File: config.mk
export PLATFORM = sky130hd
export DESIGN_NAME = alu_exec_unit_flat
export DESIGN_NICKNAME = d
export VERILOG_FILES = /design/src/rtl/alu_exec_unit_pkg.sv /design/src/rtl/alu_exec_unit_if.sv /design/src/rtl/alu_muldiv_seq.sv /design/src/rtl/alu_exec_unit.sv /design/src/flat_wrapper.sv
export SDC_FILE = /design/constraint.sdc
export NUM_CORES = 1
export LEC_CHECK = 0
export CELL_PAD_IN_SITES_DETAIL_PLACEMENT = 0
export CELL_PAD_IN_SITES_GLOBAL_PLACEMENT = 1
export CORE_MARGIN = 5
export CORE_UTILIZATION = 40
export CTS_CLUSTER_DIAMETER = 120
export DETAILED_ROUTE_END_ITERATION = 6
export PLACE_DENSITY_LB_ADDON = 0.1
export SLEW_MARGIN = 15
export SYNTH_ARGS = -nofsm -noshare
export SYNTH_HDL_FRONTEND = slang
export SYNTH_SLANG_ARGS = --single-unit
File: constraint.sdc
create_clock -name clk -period 3.7 [get_ports clk]
set_input_delay 1.11 -clock clk [delete_from_list [all_inputs] [get_ports clk]]
set_output_delay 1.11 -clock clk [all_outputs]
set_load 0.01 [all_outputs]
File: src/rtl/alu_exec_unit_pkg.sv
// Shared decode constants, internal opcode/state types and the ALUOp/func decoder
// used by the EX-stage ALU execute unit.
package alu_pkg;

  localparam logic [1:0] ALUOP_ADD   = 2'b00;
  localparam logic [1:0] ALUOP_SUB   = 2'b01;
  localparam logic [1:0] ALUOP_RTYPE = 2'b10;
  localparam logic [1:0] ALUOP_ILL   = 2'b11;

  localparam logic [5:0] FUNC_SLL   = 6'b000000;
  localparam logic [5:0] FUNC_SRL   = 6'b000010;
  localparam logic [5:0] FUNC_SRA   = 6'b000011;
  localparam logic [5:0] FUNC_MFHI  = 6'b010000;
  localparam logic [5:0] FUNC_MFLO  = 6'b010010;
  localparam logic [5:0] FUNC_MULT  = 6'b011000;
  localparam logic [5:0] FUNC_MULTU = 6'b011001;
  localparam logic [5:0] FUNC_DIV   = 6'b011010;
  localparam logic [5:0] FUNC_DIVU  = 6'b011011;
  localparam logic [5:0] FUNC_ADD   = 6'b100000;
  localparam logic [5:0] FUNC_ADDU  = 6'b100001;
  localparam logic [5:0] FUNC_SUB   = 6'b100010;
  localparam logic [5:0] FUNC_SUBU  = 6'b100011;
  localparam logic [5:0] FUNC_AND   = 6'b100100;
  localparam logic [5:0] FUNC_OR    = 6'b100101;
  localparam logic [5:0] FUNC_XOR   = 6'b100110;
  localparam logic [5:0] FUNC_NOR   = 6'b100111;
  localparam logic [5:0] FUNC_SLT   = 6'b101010;
  localparam logic [5:0] FUNC_SLTU  = 6'b101011;

  // Legacy 4-bit control codes are preserved; new operations fill the free codes.
  typedef enum logic [3:0] {
    OPC_AND    = 4'b0000,
    OPC_OR     = 4'b0001,
    OPC_ADD    = 4'b0010,
    OPC_XOR    = 4'b0011,
    OPC_ADDU   = 4'b0100,
    OPC_SUBU   = 4'b0101,
    OPC_SUB    = 4'b0110,
    OPC_SLT    = 4'b0111,
    OPC_SLTU   = 4'b1000,
    OPC_SLL    = 4'b1001,
    OPC_SRL    = 4'b1010,
    OPC_SRA    = 4'b1011,
    OPC_NOR    = 4'b1100,
    OPC_MFHI   = 4'b1101,
    OPC_MFLO   = 4'b1110,
    OPC_MULDIV = 4'b1111
  } alu_opc_e;

  typedef enum logic [1:0] {
    MD_MULT  = 2'b00,
    MD_MULTU = 2'b01,
    MD_DIV   = 2'b10,
    MD_DIVU  = 2'b11
  } md_op_e;

  typedef enum logic [1:0] {
    ST_IDLE = 2'b00,
    ST_MUL  = 2'b01,
    ST_DIV  = 2'b10,
    ST_DONE = 2'b11
  } state_e;

  typedef struct packed {
    alu_opc_e opc;
    md_op_e   md;
    logic     illegal;
  } dec_t;

  function automatic dec_t decode_op(input logic [1:0] alu_op, input logic [5:0] func,
                                     input logic md_en);
    dec_t d;
    d.opc     = OPC_AND;
    d.md      = MD_MULT;
    d.illegal = 1'b0;
    case (alu_op)
      ALUOP_ADD: d.opc = OPC_ADD;
      ALUOP_SUB: d.opc = OPC_SUB;
      ALUOP_RTYPE: begin
        case (func)
          FUNC_ADD:   d.opc = OPC_ADD;
          FUNC_ADDU:  d.opc = OPC_ADDU;
          FUNC_SUB:   d.opc = OPC_SUB;
          FUNC_SUBU:  d.opc = OPC_SUBU;
          FUNC_AND:   d.opc = OPC_AND;
          FUNC_OR:    d.opc = OPC_OR;
          FUNC_XOR:   d.opc = OPC_XOR;
          FUNC_NOR:   d.opc = OPC_NOR;
          FUNC_SLT:   d.opc = OPC_SLT;
          FUNC_SLTU:  d.opc = OPC_SLTU;
          FUNC_SLL:   d.opc = OPC_SLL;
          FUNC_SRL:   d.opc = OPC_SRL;
          FUNC_SRA:   d.opc = OPC_SRA;
          FUNC_MFHI:  begin d.opc = OPC_MFHI;   d.illegal = !md_en; end
          FUNC_MFLO:  begin d.opc = OPC_MFLO;   d.illegal = !md_en; end
          FUNC_MULT:  begin d.opc = OPC_MULDIV; d.md = MD_MULT;  d.illegal = !md_en; end
          FUNC_MULTU: begin d.opc = OPC_MULDIV; d.md = MD_MULTU; d.illegal = !md_en; end
          FUNC_DIV:   begin d.opc = OPC_MULDIV; d.md = MD_DIV;   d.illegal = !md_en; end
          FUNC_DIVU:  begin d.opc = OPC_MULDIV; d.md = MD_DIVU;  d.illegal = !md_en; end
          default:    d.illegal = 1'b1;
        endcase
      end
      ALUOP_ILL: d.illegal = 1'b1;
      default:   d.illegal = 1'b1;
    endcase
    return d;
  endfunction

endpackage

File: src/rtl/alu_exec_unit_if.sv
// Request/response bundle between the ID operand latch and the ALU execute unit.
interface alu_exec_unit_if #(
  parameter int WIDTH = 32
);
  localparam int SHAMT_W = $clog2(WIDTH);

  logic               in_valid;
  logic               in_ready;
  logic [1:0]         alu_op;
  logic [5:0]         func;
  logic [WIDTH-1:0]   op_a;
  logic [WIDTH-1:0]   op_b;
  logic [SHAMT_W-1:0] shamt;
  logic               out_valid;
  logic               out_ready;
  logic [WIDTH-1:0]   result;
  logic               zero;
  logic               overflow;
  logic               illegal;
  logic               div_by_zero;
  logic               busy;

  modport master (
    output in_valid, alu_op, func, op_a, op_b, shamt, out_ready,
    input  in_ready, out_valid, result, zero, overflow, illegal, div_by_zero, busy
  );

  modport slave (
    input  in_valid, alu_op, func, op_a, op_b, shamt, out_ready,
    output in_ready, out_valid, result, zero, overflow, illegal, div_by_zero, busy
  );
endinterface

File: src/rtl/alu_muldiv_seq.sv
// Iterative one-bit-per-cycle multiply (shift-add) and restoring divide on magnitudes,
// with sign correction applied combinationally on the final hi/lo.
module alu_muldiv_seq
  import alu_pkg::*;
#(
  parameter int WIDTH = 32
) (
  input  logic             i_clk,
  input  logic             i_rst_n,
  input  logic             i_start,
  input  logic             i_is_div,
  input  logic             i_signed,
  input  logic [WIDTH-1:0] i_a,
  input  logic [WIDTH-1:0] i_b,
  output logic             o_done,
  output logic [WIDTH-1:0] o_hi,
  output logic [WIDTH-1:0] o_lo
);
  localparam int CNT_W = $clog2(WIDTH);

  logic             r_run;
  logic             r_div;
  logic             r_neg_q;
  logic             r_neg_r;
  logic [CNT_W-1:0] r_cnt;
  logic [WIDTH-1:0] r_acc;
  logic [WIDTH-1:0] r_lo;
  logic [WIDTH-1:0] r_b;

  logic [WIDTH-1:0]   w_a_mag;
  logic [WIDTH-1:0]   w_b_mag;
  logic [WIDTH:0]     w_sum;
  logic [WIDTH:0]     w_rsh;
  logic [WIDTH:0]     w_dif;
  logic [2*WIDTH-1:0] w_prod_neg;

  assign w_a_mag = (i_signed && i_a[WIDTH-1]) ? (~i_a + {{(WIDTH-1){1'b0}}, 1'b1}) : i_a;
  assign w_b_mag = (i_signed && i_b[WIDTH-1]) ? (~i_b + {{(WIDTH-1){1'b0}}, 1'b1}) : i_b;

  // Multiply accumulates into the upper half and shifts right; divide shifts the
  // dividend left into the remainder, so both reuse the same acc/lo pair.
  assign w_sum = {1'b0, r_acc} + (r_lo[0] ? {1'b0, r_b} : {(WIDTH+1){1'b0}});
  assign w_rsh = {r_acc, r_lo[WIDTH-1]};
  assign w_dif = w_rsh - {1'b0, r_b};

  assign w_prod_neg = ~{r_acc, r_lo} + {{(2*WIDTH-1){1'b0}}, 1'b1};
  assign o_done     = r_run && (r_cnt == {CNT_W{1'b0}});

  // Signed results: quotient/product take sign(a)^sign(b), remainder takes sign(a).
  always_comb begin
    o_hi = r_acc;
    o_lo = r_lo;
    if (r_div) begin
      o_lo = r_neg_q ? (~r_lo + {{(WIDTH-1){1'b0}}, 1'b1}) : r_lo;
      o_hi = r_neg_r ? (~r_acc + {{(WIDTH-1){1'b0}}, 1'b1}) : r_acc;
    end else begin
      o_hi = r_neg_q ? w_prod_neg[2*WIDTH-1:WIDTH] : r_acc;
      o_lo = r_neg_q ? w_prod_neg[WIDTH-1:0] : r_lo;
    end
  end

  always_ff @(posedge i_clk or negedge i_rst_n) begin
    if (!i_rst_n) begin
      r_run   <= 1'b0;
      r_div   <= 1'b0;
      r_neg_q <= 1'b0;
      r_neg_r <= 1'b0;
      r_cnt   <= {CNT_W{1'b0}};
      r_acc   <= {WIDTH{1'b0}};
      r_lo    <= {WIDTH{1'b0}};
      r_b     <= {WIDTH{1'b0}};
    end else if (i_start) begin
      r_run   <= 1'b1;
      r_div   <= i_is_div;
      r_neg_q <= i_signed && (i_a[WIDTH-1] ^ i_b[WIDTH-1]);
      r_neg_r <= i_signed && i_a[WIDTH-1];
      r_cnt   <= CNT_W'(WIDTH-1);
      r_acc   <= {WIDTH{1'b0}};
      r_lo    <= w_a_mag;
      r_b     <= w_b_mag;
    end else if (r_run) begin
      if (r_cnt == {CNT_W{1'b0}}) begin
        r_run <= 1'b0;
      end else begin
        r_cnt <= r_cnt - {{(CNT_W-1){1'b0}}, 1'b1};
      end
      if (r_div) begin
        r_acc <= w_dif[WIDTH] ? w_rsh[WIDTH-1:0] : w_dif[WIDTH-1:0];
        r_lo  <= {r_lo[WIDTH-2:0], !w_dif[WIDTH]};
      end else begin
        r_acc <= w_sum[WIDTH:1];
        r_lo  <= {w_sum[0], r_lo[WIDTH-1:1]};
      end
    end
  end
endmodule

File: src/rtl/alu_exec_unit.sv
// EX-stage ALU: decodes ALUOp/func, runs single-cycle ops directly and mult/div through
// the iterative sequencer, and returns a registered result over valid/ready.
module alu_exec_unit
  import alu_pkg::*;
#(
  parameter int WIDTH     = 32,
  parameter bit MULDIV_EN = 1'b1
) (
  input  logic          clk,
  input  logic          rst_n,
  alu_exec_unit_if.slave bus
);
  localparam int SHAMT_W = $clog2(WIDTH);

  state_e           r_state;
  state_e           w_state_nxt;
  logic             r_out_valid;
  logic [WIDTH-1:0] r_result;
  logic             r_zero;
  logic             r_ovf;
  logic             r_illegal;
  logic             r_divz;
  logic [WIDTH-1:0] r_hi;
  logic [WIDTH-1:0] r_lo;

  dec_t             w_dec;
  logic [SHAMT_W-1:0] w_sh;
  logic [WIDTH-1:0] w_sum;
  logic [WIDTH-1:0] w_dif;
  logic [WIDTH-1:0] w_res;
  logic             w_ovf;
  logic [WIDTH-1:0] w_res_fin;
  logic             w_acc;
  logic             w_is_md;
  logic             w_is_div;
  logic             w_md_signed;
  logic             w_divz;
  logic             w_md_start;
  logic             w_simple;
  logic             w_md_done;
  logic [WIDTH-1:0] w_md_hi;
  logic [WIDTH-1:0] w_md_lo;

  assign w_sh  = bus.shamt;
  assign w_sum = bus.op_a + bus.op_b;
  assign w_dif = bus.op_a - bus.op_b;

  // Decode and single-cycle execute.
  always_comb begin
    w_dec = decode_op(bus.alu_op, bus.func, MULDIV_EN);
    w_res = {WIDTH{1'b0}};
    w_ovf = 1'b0;
    case (w_dec.opc)
      OPC_AND:  w_res = bus.op_a & bus.op_b;
      OPC_OR:   w_res = bus.op_a | bus.op_b;
      OPC_XOR:  w_res = bus.op_a ^ bus.op_b;
      OPC_NOR:  w_res = ~(bus.op_a | bus.op_b);
      OPC_ADD: begin
        w_res = w_sum;
        w_ovf = (bus.op_a[WIDTH-1] == bus.op_b[WIDTH-1]) && (w_sum[WIDTH-1] != bus.op_a[WIDTH-1]);
      end
      OPC_SUB: begin
        w_res = w_dif;
        w_ovf = (bus.op_a[WIDTH-1] != bus.op_b[WIDTH-1]) && (w_dif[WIDTH-1] != bus.op_a[WIDTH-1]);
      end
      OPC_ADDU: w_res = w_sum;
      OPC_SUBU: w_res = w_dif;
      OPC_SLT:  w_res = {{(WIDTH-1){1'b0}}, ($signed(bus.op_a) < $signed(bus.op_b))};
      OPC_SLTU: w_res = {{(WIDTH-1){1'b0}}, (bus.op_a < bus.op_b)};
      OPC_SLL:  w_res = bus.op_b << w_sh;
      OPC_SRL:  w_res = bus.op_b >> w_sh;
      OPC_SRA:  w_res = $unsigned($signed(bus.op_b) >>> w_sh);
      OPC_MFHI: w_res = r_hi;
      OPC_MFLO: w_res = r_lo;
      // Only reaches the result register for the divide-by-zero shortcut (LO = all ones).
      OPC_MULDIV: w_res = {WIDTH{1'b1}};
      default:  w_res = {WIDTH{1'b0}};
    endcase
  end

  assign w_res_fin   = w_dec.illegal ? {WIDTH{1'b0}} : w_res;
  assign w_acc       = bus.in_valid && bus.in_ready;
  assign w_is_md     = !w_dec.illegal && (w_dec.opc == OPC_MULDIV);
  assign w_is_div    = (w_dec.md == MD_DIV) || (w_dec.md == MD_DIVU);
  assign w_md_signed = (w_dec.md == MD_MULT) || (w_dec.md == MD_DIV);
  assign w_divz      = w_is_md && w_is_div && (bus.op_b == {WIDTH{1'b0}});
  assign w_md_start  = w_acc && w_is_md && !w_divz;
  assign w_simple    = w_acc && !(w_is_md && !w_divz);

  alu_muldiv_seq #(
    .WIDTH(WIDTH)
  ) u_muldiv (
    .i_clk    (clk),
    .i_rst_n  (rst_n),
    .i_start  (w_md_start),
    .i_is_div (w_is_div),
    .i_signed (w_md_signed),
    .i_a      (bus.op_a),
    .i_b      (bus.op_b),
    .o_done   (w_md_done),
    .o_hi     (w_md_hi),
    .o_lo     (w_md_lo)
  );

  // FSM state register.
  always_ff @(posedge clk or negedge rst_n) begin
    if (!rst_n) begin
      r_state <= ST_IDLE;
    end else begin
      r_state <= w_state_nxt;
    end
  end

  // FSM next-state logic.
  always_comb begin
    w_state_nxt = r_state;
    case (r_state)
      ST_IDLE: begin
        if (w_md_start) begin
          w_state_nxt = w_is_div ? ST_DIV : ST_MUL;
        end else begin
          w_state_nxt = ST_IDLE;
        end
      end
      ST_MUL, ST_DIV: begin
        if (w_md_done) begin
          w_state_nxt = ST_DONE;
        end else begin
          w_state_nxt = r_state;
        end
      end
      ST_DONE: w_state_nxt = ST_IDLE;
      default: w_state_nxt = ST_IDLE;
    endcase
  end

  // Result/flag registers and the architectural HI/LO pair.
  always_ff @(posedge clk or negedge rst_n) begin
    if (!rst_n) begin
      r_out_valid <= 1'b0;
      r_result    <= {WIDTH{1'b0}};
      r_zero      <= 1'b0;
      r_ovf       <= 1'b0;
      r_illegal   <= 1'b0;
      r_divz      <= 1'b0;
      r_hi        <= {WIDTH{1'b0}};
      r_lo        <= {WIDTH{1'b0}};
    end else if (w_simple) begin
      r_out_valid <= 1'b1;
      r_result    <= w_res_fin;
      r_zero      <= (w_res_fin == {WIDTH{1'b0}});
      r_ovf       <= w_ovf && !w_dec.illegal;
      r_illegal   <= w_dec.illegal;
      r_divz      <= w_divz;
      if (w_divz) begin
        r_hi <= bus.op_a;
        r_lo <= {WIDTH{1'b1}};
      end
    end else if (r_state == ST_DONE) begin
      r_out_valid <= 1'b1;
      r_result    <= w_md_lo;
      r_zero      <= (w_md_lo == {WIDTH{1'b0}});
      r_ovf       <= 1'b0;
      r_illegal   <= 1'b0;
      r_divz      <= 1'b0;
      r_hi        <= w_md_hi;
      r_lo        <= w_md_lo;
    end else if (bus.out_ready) begin
      r_out_valid <= 1'b0;
    end
  end

  assign bus.in_ready    = (r_state == ST_IDLE) && (!r_out_valid || bus.out_ready);
  assign bus.out_valid   = r_out_valid;
  assign bus.result      = r_result;
  assign bus.zero        = r_zero;
  assign bus.overflow    = r_ovf;
  assign bus.illegal     = r_illegal;
  assign bus.div_by_zero = r_divz;
  assign bus.busy        = (r_state != ST_IDLE);
endmodule

File: src/flat_wrapper.sv
// flat-port wrapper written by rule: the top's interface ports become plain ports
module alu_exec_unit_flat import alu_pkg::*;
#(
  parameter int WIDTH     = 32,
  parameter bit MULDIV_EN = 1'b1
)
  (clk, rst_n, bus_in_valid, bus_alu_op, bus_func, bus_op_a, bus_op_b, bus_shamt, bus_out_ready, bus_in_ready, bus_out_valid, bus_result, bus_zero, bus_overflow, bus_illegal, bus_div_by_zero, bus_busy);
  alu_exec_unit_if #(.WIDTH(WIDTH)) bus_i ();
  input  logic clk;
  input  logic rst_n;
  input wire logic [$bits(bus_i.in_valid)-1:0] bus_in_valid;
  input wire logic [$bits(bus_i.alu_op)-1:0] bus_alu_op;
  input wire logic [$bits(bus_i.func)-1:0] bus_func;
  input wire logic [$bits(bus_i.op_a)-1:0] bus_op_a;
  input wire logic [$bits(bus_i.op_b)-1:0] bus_op_b;
  input wire logic [$bits(bus_i.shamt)-1:0] bus_shamt;
  input wire logic [$bits(bus_i.out_ready)-1:0] bus_out_ready;
  output wire logic [$bits(bus_i.in_ready)-1:0] bus_in_ready;
  output wire logic [$bits(bus_i.out_valid)-1:0] bus_out_valid;
  output wire logic [$bits(bus_i.result)-1:0] bus_result;
  output wire logic [$bits(bus_i.zero)-1:0] bus_zero;
  output wire logic [$bits(bus_i.overflow)-1:0] bus_overflow;
  output wire logic [$bits(bus_i.illegal)-1:0] bus_illegal;
  output wire logic [$bits(bus_i.div_by_zero)-1:0] bus_div_by_zero;
  output wire logic [$bits(bus_i.busy)-1:0] bus_busy;
  assign bus_i.in_valid = bus_in_valid;
  assign bus_i.alu_op = bus_alu_op;
  assign bus_i.func = bus_func;
  assign bus_i.op_a = bus_op_a;
  assign bus_i.op_b = bus_op_b;
  assign bus_i.shamt = bus_shamt;
  assign bus_i.out_ready = bus_out_ready;
  assign bus_in_ready = bus_i.in_ready;
  assign bus_out_valid = bus_i.out_valid;
  assign bus_result = bus_i.result;
  assign bus_zero = bus_i.zero;
  assign bus_overflow = bus_i.overflow;
  assign bus_illegal = bus_i.illegal;
  assign bus_div_by_zero = bus_i.div_by_zero;
  assign bus_busy = bus_i.busy;
  alu_exec_unit #(.WIDTH(WIDTH), .MULDIV_EN(MULDIV_EN)) u_core (.clk(clk), .rst_n(rst_n), .bus(bus_i));
endmodule
## Word-level counts from Yosys, hierarchy flattened

Cells that the tools add are included.

- Register bits after elaboration: 208
- Input bits: 81
- Logic and storage cells: 185

- Add/sub/neg operators: 10
- $lt $le $gt $ge: 2
- Equality and inequality tests: 48
- Shift-type cells: 3
- Mux-type cells: 51
- Bitwise logic cells: 10
- Reductions and logical operators: 44

Operators with widths:

| kind | count |
|---|---|
| 2-to-1 mux 32 bit | 24 |
| one-hot mux 32 bit (14 select lines) | 1 |
| NOT 32 bit | 5 |
| adder 32 x 1 -> 32 bit (second input constant) | 4 |
| zero test 32 bit | 3 |
| adder 64 x 1 -> 64 bit (second input constant) | 1 |
| < comparator 32 bit | 2 |
| NOT 64 bit | 1 |
| == test 6 bit (second input constant) | 10 |
| one-hot mux 4 bit (15 select lines) | 1 |
| == test 6 x 5 -> 1 bit (second input constant) | 6 |
| adder 32 x 32 -> 33 bit | 1 |
| subtractor 33 x 32 -> 33 bit | 1 |
| adder 32 bit | 1 |
| AND 32 bit | 1 |
| == test 4 bit (second input constant) | 8 |
| OR 32 bit | 1 |
| << shifter 32 x 5 -> 32 bit | 1 |
| >> shifter 32 x 5 -> 32 bit | 1 |
| >>> shifter 32 x 5 -> 32 bit | 1 |
| subtractor 32 bit | 1 |
| bitwise XOR 32 bit | 1 |
| OR reduction 19 bit | 1 |
| == test 4 x 3 -> 1 bit (second input constant) | 4 |
| other kinds (29) | 87 |

## Logic depth before layout (Yosys ltp)

- Depth after elaboration: 14
- Mapped depth: 18
- Gate-level depth less buffers: 17

## Cells and area by module

A second synthesis with hierarchy kept.

- Cells, all modules: 3672
- Area, all modules: 28304.6 sq um

By module, submodules not included:

| module | times used | cells an instance | area an instance (sq um) |
|---|---|---|---|
| alu_exec_unit | 1 | 2217 | 17092.6 |
| alu_muldiv_seq | 1 | 1455 | 11212.0 |

## Worst setup path before layout

No wires, ideal clock.

- Kind: input-to-reg
- Start point: in bus_op_b[1]
- End point: reg u_core.r_zero (netlist: u_core.bus.zero)
- Setup time: 95 ps
- Arrival: 4833 ps
- Required time: 3605 ps
- Slack: -1229 ps
- Stages on the path: 16
- Cell sequence: clkbuf_1 > inv_1 > fa_1 > nor2b_1 > o311ai_1 > a21oi_1 > o211ai_2 > a21oi_1 > a311oi_1 > mux2i_1 > o311a_1 > a2111oi_0 > nand4_1 > nor4_1 > nand4_1 > o31ai_1

- Longest elaborated chain between the ends: 7
- Elaborated cells between the ends (all ways): 22
- Those cells by class: 2 x add/sub; 2 x order compare; 3 x shift; 3 x mux; 4 x bitwise; 8 x reduce/logical

Ends and longest elaborated chain:

| what | line | RTL |
|---|---|---|
| from (decl) | flat_wrapper.sv:15 | `input wire logic [$bits(bus_i.op_b)-1:0] bus_op_b;` |
| branches (longest 7 deep; another with subtractor 32 bit) | - |  |
| to (signal assigned) | alu_exec_unit.sv:151 | `r_zero <= (w_res_fin == {WIDTH{1'b0}});` |
| to (signal assigned) | alu_exec_unit.sv:162 | `r_zero <= (w_md_lo == {WIDTH{1'b0}});` |
| to (decl) | alu_exec_unit.sv:19 | `logic r_zero;` |

Parallel ways; which one is timed is not known.
A chain may end at the register's enable or synchronous reset.

## Worst setup path after layout

- Start point: in bus_op_a[0]
- End point: reg u_core.r_zero (netlist: u_core.bus.zero)

- Longest elaborated chain between the ends: 6
- Elaborated cells between the ends (all ways): 12
- Those cells by class: 2 x add/sub; 2 x order compare; 3 x mux; 4 x bitwise; 1 x reduce/logical

Ends and longest elaborated chain:

| what | line | RTL |
|---|---|---|
| from (decl) | flat_wrapper.sv:14 | `input wire logic [$bits(bus_i.op_a)-1:0] bus_op_a;` |
| branches (longest 2 deep; another with subtractor 32 bit) | - |  |
| one-hot mux 32 bit (14 select lines) (*) | alu_exec_unit.sv:53 | `case (w_dec.opc)` |
| 2-to-1 mux 32 bit (*) | alu_exec_unit.sv:81 | `assign w_res_fin = w_dec.illegal ? {WIDTH{1'b0}} : w_res;` |
| zero test 32 bit (*) | alu_exec_unit.sv:151 |  |
| 2-to-1 mux 1 bit (*) | alu_exec_unit.sv:148 | `end else if (w_simple) begin` |

Every way passes the cells marked *.

==> results by group <==
Synth
  – Syn Std Cell Area: 27300 µm²
  – Syn. warnings: 0
  – Most common cell in the netlist: nand2_1
  – Top cells by count, synth: nand2_1 (382), o21ai_0 (320), nor2_1 (317)
  – Syn Nets: 3866
  – FFs w/ async S/R, synth: 100%
  – Library cells used by synthesis: 90
  – Number of synthesized flops with an enable pin: 0
  – Cell taking the most area after synthesis: dfrtp_1
  – Top_reg_cell synth: dfrtp_1
  – Largest cells by area after synthesis: dfrtp_1 (19%), ha_1 (7.7%), o21ai_0 (5.9%)
  – Share of the yosys chip area belonging to registers: 19.1%
  – Cells after Synth: 3612
  – Synthesized flop and latch total: 208
  – Mean Syn Cell Area: 7.56 µm²
  – Area share of the largest cell type after synthesis: 19.1%

Min path
  – Hold/Removal Path Class: in2async

Global route
  – GR Util met2: 67.6%
  – Grt total ovfl: 0
  – First-pass GRT wire length: 249000 µm
  – GR peak layer: met2
  – Met3 Usage GRT: 12.7%
  – Initial antenna violation count: 14
  – Gr usage total: 44.9%
  – GR Layer Usage met1: 55.6%
  – Pin count of the biggest net entering global routing: 71
  – Vias in the first global route: 36.6k

Run
  – Max-Cap Viols: 0

Drt
  – # DRC: 0
  – Via density: 6.63
  – DRT Wirelength: 179000 µm
  – Vias: 38.0k
  – Routed Antenna Nets: 0
  – Wire per inst: 31.3 µm
  – DRT Pass-1 Iters: 6
  – 1st-iter DRT viols: 5338

Place
  – PortBufs: 119
  – Placed cell area: 38000 µm²
  – # placed instances: 5480
  – GPL Wtd Cong: 1.13
  – Dpl hpwl: 137000 µm
  – Pre-CTS WS: -2.07 ns

Power and ir drop
  – Leakage: 19.2 nW
  – Worst vdd rail ir drop: 0.531 mV
  – Pwr/cell area: 549 nW/µm²

Floorplan
  – Row cnt: 95
  – Die Y: 271 µm
  – Chip Width: 271 µm
  – # IOs: 120
  – Placeable Area: 67400 µm²
  – Die area: 73600 µm²
  – Initial Utilization: 40.5%

Layout
  – Fin cells: 5725
  – Final core occ: 65.6%
  – Fin area: 44200 µm²
  – Layout cells sized above 1: 42.3%
  – Layout area overhead: 62.0%
  – Layout net count: 5078
  – Filler Cells Inserted: 5690

Setup path
  – Critical path fanouts, max: 2
  – WP data arrival: 5.11 ns
  – Critical Path RT: 4.19 ns
  – CP Capture Type: register
  – CP startpoint kind: input port
  – Critical path class: in2reg

Timing
  – Final max-slew violation count: 0
  – Fin. Hold Viols: 0
  – WHS: 0.442 ns
  – RSZ-0062 raised after global routing: yes
  – Crit share post-route: 125%
  – Fmax: 0.216 GHz
  – Slew headroom: 23.0%
  – Setup Viol. Count Final: 100
  – Final clock skew: 0.0269 ns
  – Minimum clock period: 4.62 ns
  – Slack of the critical path: -0.924 ns
  – Worst slew pin tran: 1.15 ns

Clock tree
  – Clock buffer depth: 3
  – CTS tree: yes
  – Clock Tree Root: clkbuf_16
  – CTS H-tree lvls: 1
  – Worst-path clk slew: 0.07 ns
  – Clock buffer count from CTS: 27
  – Clk sinks: 208
  – Clock Latency Late Sink: 0.59 ns
  – Hold_buf cts: 0

Outcome
  – Status: finished, violations left
  – Failing checks: setup timing
## kinds of logic (layout without fill, tap and decap cells)
kind of cell             after synthesis  in the layout  synth area share, %
AO/OA/AOI/OAI                       1201           1201                 28.9
other                                  0              8                    0
multiplexers                         213            213                 10.7
flip-flops                           208            208                 19.1
XOR/XNOR                             207            207                 6.64
adder cells (fa/ha/maj)              173            173                 8.04
buffers and inverters                444           1676                 6.35
AND/OR/NAND/NOR                     1166           1166                 20.3
## flip-flops by register name, summed over array words and instances, names as in the netlist, 2 cells and up
register,count
u_core.bus.result,32
u_core.r_hi,32
u_core.r_lo,32
u_core.u_muldiv.r_acc,32
u_core.u_muldiv.r_b,32
u_core.u_muldiv.r_lo,32
u_core.u_muldiv.r_cnt,5
u_core.r_state,2
## area by class of cell
class / instances / area (µm²) / share of cell area, %
Antenna cell: 8 / 20.0 / 0.0453
Clock buffer: 31 / 701 / 1.58
Clock inverter: 18 / 233 / 0.526
Inverter: 160 / 669 / 1.51
Multi-Input combinational cell: 2960 / 23400 / 53.0
Sequential cell: 208 / 5210 / 11.8
Tap cell: 873 / 1090 / 2.47
Timing Repair Buffer: 1467 / 12900 / 29.1
## critical path, cell delays in order
cell      delay (ns)
buf_12          0.12
inv_16          0.05
ha_4            0.13
inv_2           0.04
fa_2            0.38
nor2b_4         0.16
o311ai_4        0.33
a21oi_4         0.12
buf_12          0.14
a221oi_4        0.31
xnor2_2         0.20
o32ai_2         0.14
o32ai_2         0.34
nand4_1         0.23
nor4_2          0.35
buf_4           0.16
nand4_1         0.21
nor4_2          0.26
nand4_1         0.14
o31ai_1         0.21
## placed cells by master, fill, tap and decap left out, types with 45 or more instances in the layout
| cell | instances |
|---|---|
| a31oi_1 | 49 |
| clkdlybuf4s50_1 | 54 |
| ha_1 | 124 |
| mux2i_1 | 120 |
| nand3_1 | 77 |
| xor2_1 | 64 |
| dfrtp_1 | 205 |
| nor2_1 | 240 |
| o21ai_1 | 75 |
| inv_1 | 111 |
| buf_6 | 92 |
| a21o_1 | 55 |
| o21ai_0 | 213 |
| nand4_1 | 45 |
| mux4_2 | 60 |
| xnor2_1 | 132 |
| buf_4 | 1168 |
| nor3_1 | 64 |
| nor2_4 | 47 |
| o211ai_1 | 93 |
| buf_12 | 55 |
| nand2_1 | 353 |
| a21oi_1 | 170 |
## repair_timing
item,in CTS,in global routing
cloned,17,12
resized for setup,562,433
buffers inserted,115,83
pin swaps,151,151
setup endpoints to repair,208,208
## path summary, 6_finish.rpt
check / start / to / slack, ns / depth (start not counted)
max: bus_op_a[0] / u_core.bus.zero$_DFFE_PN0P_ / -0.92 / 20
min: rst_n / u_core.u_muldiv.r_acc[18]$_DFFE_PN0P_ / 0.44 / 1
max reg2reg: u_core.u_muldiv.r_lo[0]$_DFFE_PN0P_ / u_core.bus.zero$_DFFE_PN0P_ / -0.57 / 13
min reg2reg: u_core.u_muldiv.r_b[20]$_DFFE_PN0P_ / u_core.u_muldiv.r_b[20]$_DFFE_PN0P_ / 0.48 / 2
max in group asynchronous: rst_n / u_core.u_muldiv.r_run$_DFF_PN0_ / 2.36 / 2
min in group clk: u_core.u_muldiv.r_b[20]$_DFFE_PN0P_ / u_core.u_muldiv.r_b[20]$_DFFE_PN0P_ / 0.48 / 2
## report_power, final
part	total (mW)	switching, mW	internal, mW
clock network	2.92	1.22	1.71
logic	16.8	9.10	7.68
registers	4.57	1.35	3.22
total	24.3	11.7	12.6
## per-stage QoR
step / power, mW / setup TNS [ns]
after global routing: 25.1 / -29.55
final: 24.3 / -26.51
after global placement: 17.1 / -201.53
after floorplan: 11.3 / -21.16
after detailed placement: 17.4 / -204.72
after CTS: 22.0 / -63.54
## routing by layer
layer,up-vias,part of all wire [%]
li1,15900,-
met1,18400,37
met2,2884,42
met3,821,12
met4,14,9.4
met5,-,0.054
Power figures use the tool's default switching activity.
